$ cat src/rtl/out_port_buffer_pkg.sv
// Shared definitions for the output-port buffer: default sizes and the
// occupancy-counter width helper used by the FIFO.
package out_port_buffer_pkg;

  localparam int DATA_W_DEF     = 32;
  localparam int OUT_FIFO_DEPTH = 4;

  // Occupancy must represent 0..DEPTH inclusive, hence one bit more than the pointer.
  function automatic int occ_w(input int depth);
    return $clog2(depth) + 1;
  endfunction

endpackage

$ cat src/rtl/out_port_buffer_sync_fifo.sv
// Single-clock FIFO with registered head. The pointers wrap modulo DEPTH.
// The count holds the occupancy, and full and empty are decoded from it.
// The head is read straight from storage, so a pushed word becomes visible
// one edge after the push. A word never falls through in the same cycle.
module sync_fifo
  import out_port_buffer_pkg::*;
#(
  parameter  int DATA_W = DATA_W_DEF,
  parameter  int DEPTH  = OUT_FIFO_DEPTH,
  parameter  int ADDR_W = $clog2(DEPTH),
  localparam int CNT_W  = occ_w(DEPTH)
) (
  input  logic              clk,
  input  logic              rst_n,
  input  logic              push,
  input  logic              pop,
  input  logic [DATA_W-1:0] din,
  output logic [DATA_W-1:0] head,
  output logic [CNT_W-1:0]  count,
  output logic              full,
  output logic              empty
);

  logic [DATA_W-1:0] mem_q [DEPTH];
  logic [DATA_W-1:0] mem_d [DEPTH];
  logic [ADDR_W-1:0] wr_ptr_q, wr_ptr_d;
  logic [ADDR_W-1:0] rd_ptr_q, rd_ptr_d;
  logic [CNT_W-1:0]  count_q, count_d;
  logic              push_ok;
  logic              pop_ok;
  logic              full_w;
  logic              empty_w;

  assign full_w  = (count_q == CNT_W'(DEPTH));
  assign empty_w = (count_q == '0);

  // Qualify requests: no pop from empty; push into full only alongside a pop.
  always_comb begin
    pop_ok  = pop & ~empty_w;
    push_ok = push & (~full_w | pop_ok);
  end

  // Next storage contents: write the incoming word at the write pointer.
  always_comb begin
    mem_d = mem_q;
    if (push_ok) begin
      mem_d[wr_ptr_q] = din;
    end
  end

  // Next pointers and occupancy; simultaneous push and pop leave count unchanged.
  always_comb begin
    wr_ptr_d = wr_ptr_q;
    rd_ptr_d = rd_ptr_q;
    count_d  = count_q;
    if (push_ok) begin
      wr_ptr_d = wr_ptr_q + ADDR_W'(1);
    end
    if (pop_ok) begin
      rd_ptr_d = rd_ptr_q + ADDR_W'(1);
    end
    unique case ({push_ok, pop_ok})
      2'b10:   count_d = count_q + CNT_W'(1);
      2'b01:   count_d = count_q - CNT_W'(1);
      default: count_d = count_q;
    endcase
  end

  // State registers; reset empties the queue and zeroes storage so the head reads 0.
  always_ff @(posedge clk or negedge rst_n) begin
    if (!rst_n) begin
      for (int i = 0; i < DEPTH; i++) begin
        mem_q[i] <= '0;
      end
      wr_ptr_q <= '0;
      rd_ptr_q <= '0;
      count_q  <= '0;
    end else begin
      mem_q    <= mem_d;
      wr_ptr_q <= wr_ptr_d;
      rd_ptr_q <= rd_ptr_d;
      count_q  <= count_d;
    end
  end

  assign head  = mem_q[rd_ptr_q];
  assign count = count_q;
  assign full  = full_w;
  assign empty = empty_w;

endmodule

$ cat src/rtl/out_port_buffer.sv
// Output-port buffer fed by the datapath OUT instruction. It detects the
// rising edge of OutPortin and captures the bus word once per assertion.
// The block keeps the legacy OutPort holding register. It queues captured
// words and hands them to the device over a valid/ready handshake. A capture
// into a full queue is dropped and flagged with a sticky overflow bit.
module out_port_buffer
  import out_port_buffer_pkg::*;
#(
  parameter int DATA_W = DATA_W_DEF,
  parameter int DEPTH  = OUT_FIFO_DEPTH,
  parameter int ADDR_W = $clog2(DEPTH)
) (
  input  logic              Clock,
  input  logic              Reset,
  input  logic              OutPortin,
  input  logic [DATA_W-1:0] BusMuxOut,
  output logic [DATA_W-1:0] OutPort_out,
  output logic              dev_valid,
  output logic [DATA_W-1:0] dev_data,
  input  logic              dev_ready,
  output logic              full,
  output logic              empty,
  output logic [ADDR_W:0]   count,
  output logic              overflow,
  input  logic              clr_overflow
);

  logic              strobe_q, strobe_d;
  logic [DATA_W-1:0] out_port_q, out_port_d;
  logic              overflow_q, overflow_d;
  logic              cap;
  logic              pop;
  logic              push;
  logic              drop;
  logic              fifo_full;
  logic              fifo_empty;
  logic [DATA_W-1:0] fifo_head;
  logic [ADDR_W:0]   fifo_count;

  // Capture decode: one capture per strobe assertion, and a pop frees a slot for a push in the same cycle.
  always_comb begin
    cap  = OutPortin & ~strobe_q;
    pop  = ~fifo_empty & dev_ready;
    push = cap & (~fifo_full | pop);
    drop = cap & fifo_full & ~pop;
  end

  // Next holding-register, strobe-history and overflow values; a drop outranks a clear.
  always_comb begin
    strobe_d   = OutPortin;
    out_port_d = out_port_q;
    overflow_d = overflow_q;
    if (cap) begin
      out_port_d = BusMuxOut;
    end
    if (drop) begin
      overflow_d = 1'b1;
    end else if (clr_overflow) begin
      overflow_d = 1'b0;
    end
  end

  // Control and holding registers with asynchronous active-low reset.
  always_ff @(posedge Clock or negedge Reset) begin
    if (!Reset) begin
      strobe_q   <= 1'b0;
      out_port_q <= '0;
      overflow_q <= 1'b0;
    end else begin
      strobe_q   <= strobe_d;
      out_port_q <= out_port_d;
      overflow_q <= overflow_d;
    end
  end

  sync_fifo #(
    .DATA_W (DATA_W),
    .DEPTH  (DEPTH),
    .ADDR_W (ADDR_W)
  ) u_fifo (
    .clk   (Clock),
    .rst_n (Reset),
    .push  (push),
    .pop   (pop),
    .din   (BusMuxOut),
    .head  (fifo_head),
    .count (fifo_count),
    .full  (fifo_full),
    .empty (fifo_empty)
  );

  assign OutPort_out = out_port_q;
  assign dev_valid   = ~fifo_empty;
  assign dev_data    = fifo_head;
  assign full        = fifo_full;
  assign empty       = fifo_empty;
  assign count       = fifo_count;
  assign overflow    = overflow_q;

endmodule

$ cat config.mk
export PLATFORM = sky130hd
export DESIGN_NAME = out_port_buffer
export DESIGN_NICKNAME = d
export VERILOG_FILES = /design/src/rtl/out_port_buffer_pkg.sv /design/src/rtl/out_port_buffer_sync_fifo.sv /design/src/rtl/out_port_buffer.sv
export SDC_FILE = /design/constraint.sdc
export NUM_CORES = 1
export LEC_CHECK = 0
export ABC_AREA = 1
export CAP_MARGIN = 40
export CORE_UTILIZATION = 35
export CTS_CLUSTER_DIAMETER = 120
export CTS_CLUSTER_SIZE = 14
export DETAILED_ROUTE_END_ITERATION = 16
export PLACE_DENSITY = 0.61
export SKIP_CTS_REPAIR_TIMING = 1
export SYNTH_ARGS = -nofsm -noshare
export SYNTH_HDL_FRONTEND = slang
export SYNTH_SLANG_ARGS = --single-unit
$ cat constraint.sdc
create_clock -name Clock -period 3.62 [get_ports Clock]
set_input_delay 0.724 -clock Clock [delete_from_list [all_inputs] [get_ports Clock]]
set_output_delay 0.724 -clock Clock [all_outputs]
set_load 0.03 [all_outputs]
* Yosys cells after proc, flatten, opt, wreduce, memory -nomap -nowiden *
Cells that the tools add are included.

storage, ports and cells
  output and inout bits = 71
  flip-flop bits (word level) = 169
  word-level logic and storage cells = 48
  bits of input ports = 37

cells by class
  equality and inequality tests = 3
  reductions and logical operators = 4
  multiplexer cells = 9
  magnitude comparators = 3
  $add $sub $neg = 4
  bitwise gates (word level) = 15

operators with widths
  operator                                                                number
  128-bit bitwise mux                                                     1
  32-bit 2-to-1 mux                                                       3
  32-bit binary-select mux with 2-bit select                              1
  32-bit demux with 2-bit select                                          1
  1-bit AND                                                               7
  3-bit greater-or-equal comparator (second input constant)               2
  2-bit inverter with 3-bit output                                        2
  3-bit one-hot mux with 2 select lines                                   1
  2-bit by 1-bit adder with 2-bit output (second input constant)          2
  1-bit inverter                                                          4
  2-bit nonzero test                                                      2
  3-bit by 1-bit adder with 3-bit output (second input constant)          1
  3-bit equality test (second input constant)                             1
  3-bit logical NOT                                                       1
  3-bit by 1-bit < comparator with 1-bit output (second input constant)   1
  3-bit by 1-bit subtractor with 3-bit output (second input constant)     1
  2-bit by 1-bit equality test with 1-bit output (second input constant)  1
  2-bit equality test (second input constant)                             1
  1-bit 2-to-1 mux                                                        2
  1-bit bitwise OR                                                        2
  1-bit logical AND                                                       1

* Depth between registers and ports, before layout *
  depth in word-level cells = 8
  gate-level depth with buffers = 11
  mapped depth without buffers = 11

* By module *
Synthesis repeated with hierarchy kept, for this count alone.

unflattened totals
  cells, all modules = 950
  area total of the unflattened synthesis = 7866.3 µm²

by module, submodules not included
  module           area an instance (µm²)  cells each  times used
  sync_fifo        6552.5                  802         1
  out_port_buffer  1313.8                  148         1

* Least setup slack after synthesis *
OpenSTA, ideal clock, no wires.

  kind = register to output
  start = register u_fifo.rd_ptr_q[0]
  end = output dev_data[4]
  arrival = 1.484 ns
  data required time = 2.896 ns
  setup slack = 1.412 ns
  stages on the path, launching flop included = 7
  cell sequence = dfrtp_1 buf_2 inv_2 buf_2 buf_2 o21ai_0 o22ai_1

between the ends
  word-level cells in the longest chain between the ends = 4

RTL lines
  item                                                    line                             source
  start, declared                                         out_port_buffer_sync_fifo.sv:27  logic [ADDR_W-1:0] rd_ptr_q, rd_ptr_d;
  start signal, assigned                                  out_port_buffer_sync_fifo.sv:81  rd_ptr_q <= rd_ptr_d;
  2-bit inverter with 3-bit output (implied by the code)  out_port_buffer_sync_fifo.sv:86  assign head = mem_q[rd_ptr_q];
  32-bit binary-select mux with 2-bit select              out_port_buffer_sync_fifo.sv:86
  32-bit 2-to-1 mux (implied by the code) (2 in series)   out_port_buffer_sync_fifo.sv:86
  end, declared                                           out_port_buffer.sv:19            output logic [DATA_W-1:0] dev_data,

No other way between the ends. The select of a mux whose other input is x is not followed.

* Worst setup path in the final report *
  start = register u_fifo.rd_ptr_q[0]
  end = output dev_data[26]

The elaborated chain is that of the path after synthesis.

==> impl_metrics.json <==
{
  "status": "finished, final reports clean",
  "p_sw_mw": 3.99,
  "worstReg2RegStart": "u_fifo.count[1]$_DFFE_PN0P_",
  "dr.first_iter.drc_count": 582,
  "numCtsBuffers": 17,
  "cts.sinks": 169,
  "wl_met2_um": 10800,
  "critPathKind": "flop to output port",
  "htree_levels": 4,
  "io_pins": 108,
  "vias": 6892,
  "p_leak_nw": 4.69,
  "ys_warn_count": 0,
  "intPower_mw": 5.30,
  "grt_max_degree": 75,
  "grt_pass1_vias": 6629,
  "p_clk_share_pct": 21.0,
  "synth_seq_cells": 169,
  "gr-usage-all-layers_pct": 21.0,
  "critPathMaxFanout": 40,
  "fmax_ghz": 0.303,
  "cts_tree": "yes",
  "die_h_um": 151,
  "dp_hpwl_um": 13200,
  "ys_seq_area_share_pct": 54.1,
  "combPwrFrac_pct": 45.6,
  "grt_pass1_wl_um": 36900,
  "path_clk_slew_ps": 70,
  "ys_async_sr_fraction_pct": 100,
  "syn-num-nets": 986,
  "place_inst": 1272,
  "post-route-period-util_pct": 91.3,
  "netlist_top_cells_count": "nand2_1, dfrtp_1, nand4_1",
  "setup-tns-final_ps": 0,
  "place.gp.congestion": 0.741,
  "dieArea_um2": 22900,
  "start_util_pct": 35.7,
  "worst_slew_pin_slew_ps": 924,
  "nNetsFinal": 1054,
  "drv_slew": 0,
  "power_density_nw_per_um2": 960,
  "seqPwrFrac_pct": 33.4,
  "finalHoldViolCount": 0,
  "fp.dieW_um": 151,
  "drt-total-wl_um": 22900,
  "min_period_ps": 3300,
  "fillers": 2171,
  "design_area_um2": 9690,
  "startpoint": "u_fifo.rd_ptr_q[0]$_DFFE_PN0P_",
  "yosysTopAreaCell": "dfrtp_1",
  "min_path_type": "input pin to async pin",
  "synth.distinct_cells": 25,
  "antenna_found_initial": 0,
  "drt_pass1_iterations": 5,
  "syn2layout_area_growth_pct": 23.9,
  "cp-start-kind": "flop",
  "drv_cap": 0,
  "place_area_um2": 9060,
  "highest_layer": "met4",
  "synth_most_common_cell": "nand2_1",
  "ys.flop_type": "dfrtp_1",
  "cts_buffer_depth": 2,
  "synth_top_area_share_pct": 54.1,
  "post_drt_wl_per_cell_um": 17.6,
  "cp.required_ps": 2900,
  "clkLatencyLatePin_ps": 430,
  "root_buffer": "clkbuf_16",
  "drive_gt1_share_pct": 7.71,
  "core_area_um2": 21900,
  "synthTopCellsByArea": "dfrtp_1, nand2_1, nand4_1, o21ai_0, nor2_1",
  "rows": 54,
  "finalClockSkew_ps": 10.6,
  "vias_per_cell": 5.29,
  "met3WireLength_um": 1080,
  "swShare_pct": 43.0,
  "drtAntennaViolNets": 0,
  "cp.arrival_ps": 2580,
  "syn_avg_cell_area_um2": 8.29,
  "ir_drop_mv": 0.472,
  "io_buffers": 107,
  "fin_cells": 1304,
  "max_slew_margin_pct": 38.4,
  "wl_met1_um": 10800,
  "synth_edf_count": 0,
  "synth_area_um2": 7820,
  "finalPower_mw": 9.30,
  "rsz0062_at_grt": "false",
  "diodes": 0,
  "grt-ovfl-total": 0,
  "drcViolationCount": 0,
  "endpoint_kind": "output port",
  "syn_inst": 943,
  "setup_viol": 0
}
==> routing by layer <==
layer / vias up / GRT usage [%]
li1: 3293 / -
met5: - / 0
met3: 22 / 3.77
met1: 3404 / 29.7
met4: 0 / 5.25
met2: 173 / 33.3
==> power groups by stage <==
stage / Combinational [mW] / Clock, mW / Sequential, mW
after detailed placement: 4.26 / 0 / 3.11
final: 4.24 / 1.95 / 3.10
after global placement: 4.20 / 0 / 3.11
after floorplan: 2.63 / 0 / 3.10
after CTS: 4.27 / 1.99 / 3.09
after global routing: 4.65 / 2.07 / 3.19
==> final cells by class <==
cell class	instances	area, um2	share of cell area (%)
Clock buffer	18	429	4.43
Clock inverter	14	195	2.01
Inverter	15	56.3	0.581
Multi-Input combinational cell	675	3170	32.7
Sequential cell	169	4230	43.7
Tap cell	280	350	3.62
Timing Repair Buffer	133	1260	13.0
==> path summary, 6_finish.rpt <==
kind                                           endpoint  slack, ps  cells past startpoint
setup / recovery                           dev_data[26]        320                      5
hold / removal              OutPort_out[31]$_DFFE_PN0P_        320                      1
max in group asynchronous  u_fifo.mem_q[60]$_DFFE_PN0P_       2500                      2
min in group Clock         u_fifo.mem_q[86]$_DFFE_PN0P_        470                      2
hold reg to reg            u_fifo.mem_q[86]$_DFFE_PN0P_        470                      2
setup reg to reg            u_fifo.count[2]$_DFFE_PN0P_       1580                      9
==> flip-flops by register name (all words and copies together), names as in the netlist <==
name / flops
u_fifo.mem_q: 128
OutPort_out: 32
u_fifo.count: 3
u_fifo.rd_ptr_q: 2
u_fifo.wr_ptr_q: 2
overflow: 1
strobe_q: 1
==> per-stage QoR <==
stage               util [%]  hold WS, ps  setup slack [ps]
finish                  44.3          321               315
floorplan                  -          428              1410
detailed placement      41.4          453               797
global placement        41.4          448               816
CTS                     44.3          359               324
global route            44.3          382               220
==> cells in the final DEF (no fill, tap or decap), types with 4 or more instances in the layout <==
| master | count |
|---|---|
| nand2_1 | 363 |
| dfrtp_1 | 168 |
| nand4_1 | 128 |
| clkdlybuf4s50_1 | 99 |
| nor2_1 | 64 |
| o21ai_0 | 56 |
| o22ai_1 | 33 |
| buf_4 | 32 |
| clkbuf_16 | 17 |
| inv_1 | 12 |
| o21ai_1 | 10 |
| nand3_2 | 4 |
| ha_2 | 4 |
| bufinv_16 | 4 |
| clkinvlp_4 | 4 |
==> worst max-delay path: stages (launching register included) <==
cell	delay (ps)
dfrtp_2	550
inv_2	100
buf_4	390
o21ai_0	140
o22ai_1	230
clkdlybuf4s50_1	720
==> kinds of logic (layout without fill, tap and decap cells) <==
| group | count (synthesis) | after routing | synth area share (%) |
|---|---|---|---|
| AND/OR/NAND/NOR | 566 | 566 | 32.0 |
| AO/OA/AOI/OAI | 99 | 99 | 6.87 |
| XOR/XNOR | 4 | 4 | 0.448 |
| flip-flops | 169 | 169 | 54.1 |
| buffers and inverters | 99 | 180 | 5.55 |
| adder cells (fa/ha/maj) | 6 | 6 | 1.06 |
Note: power is estimated with default switching activity, not from simulation.
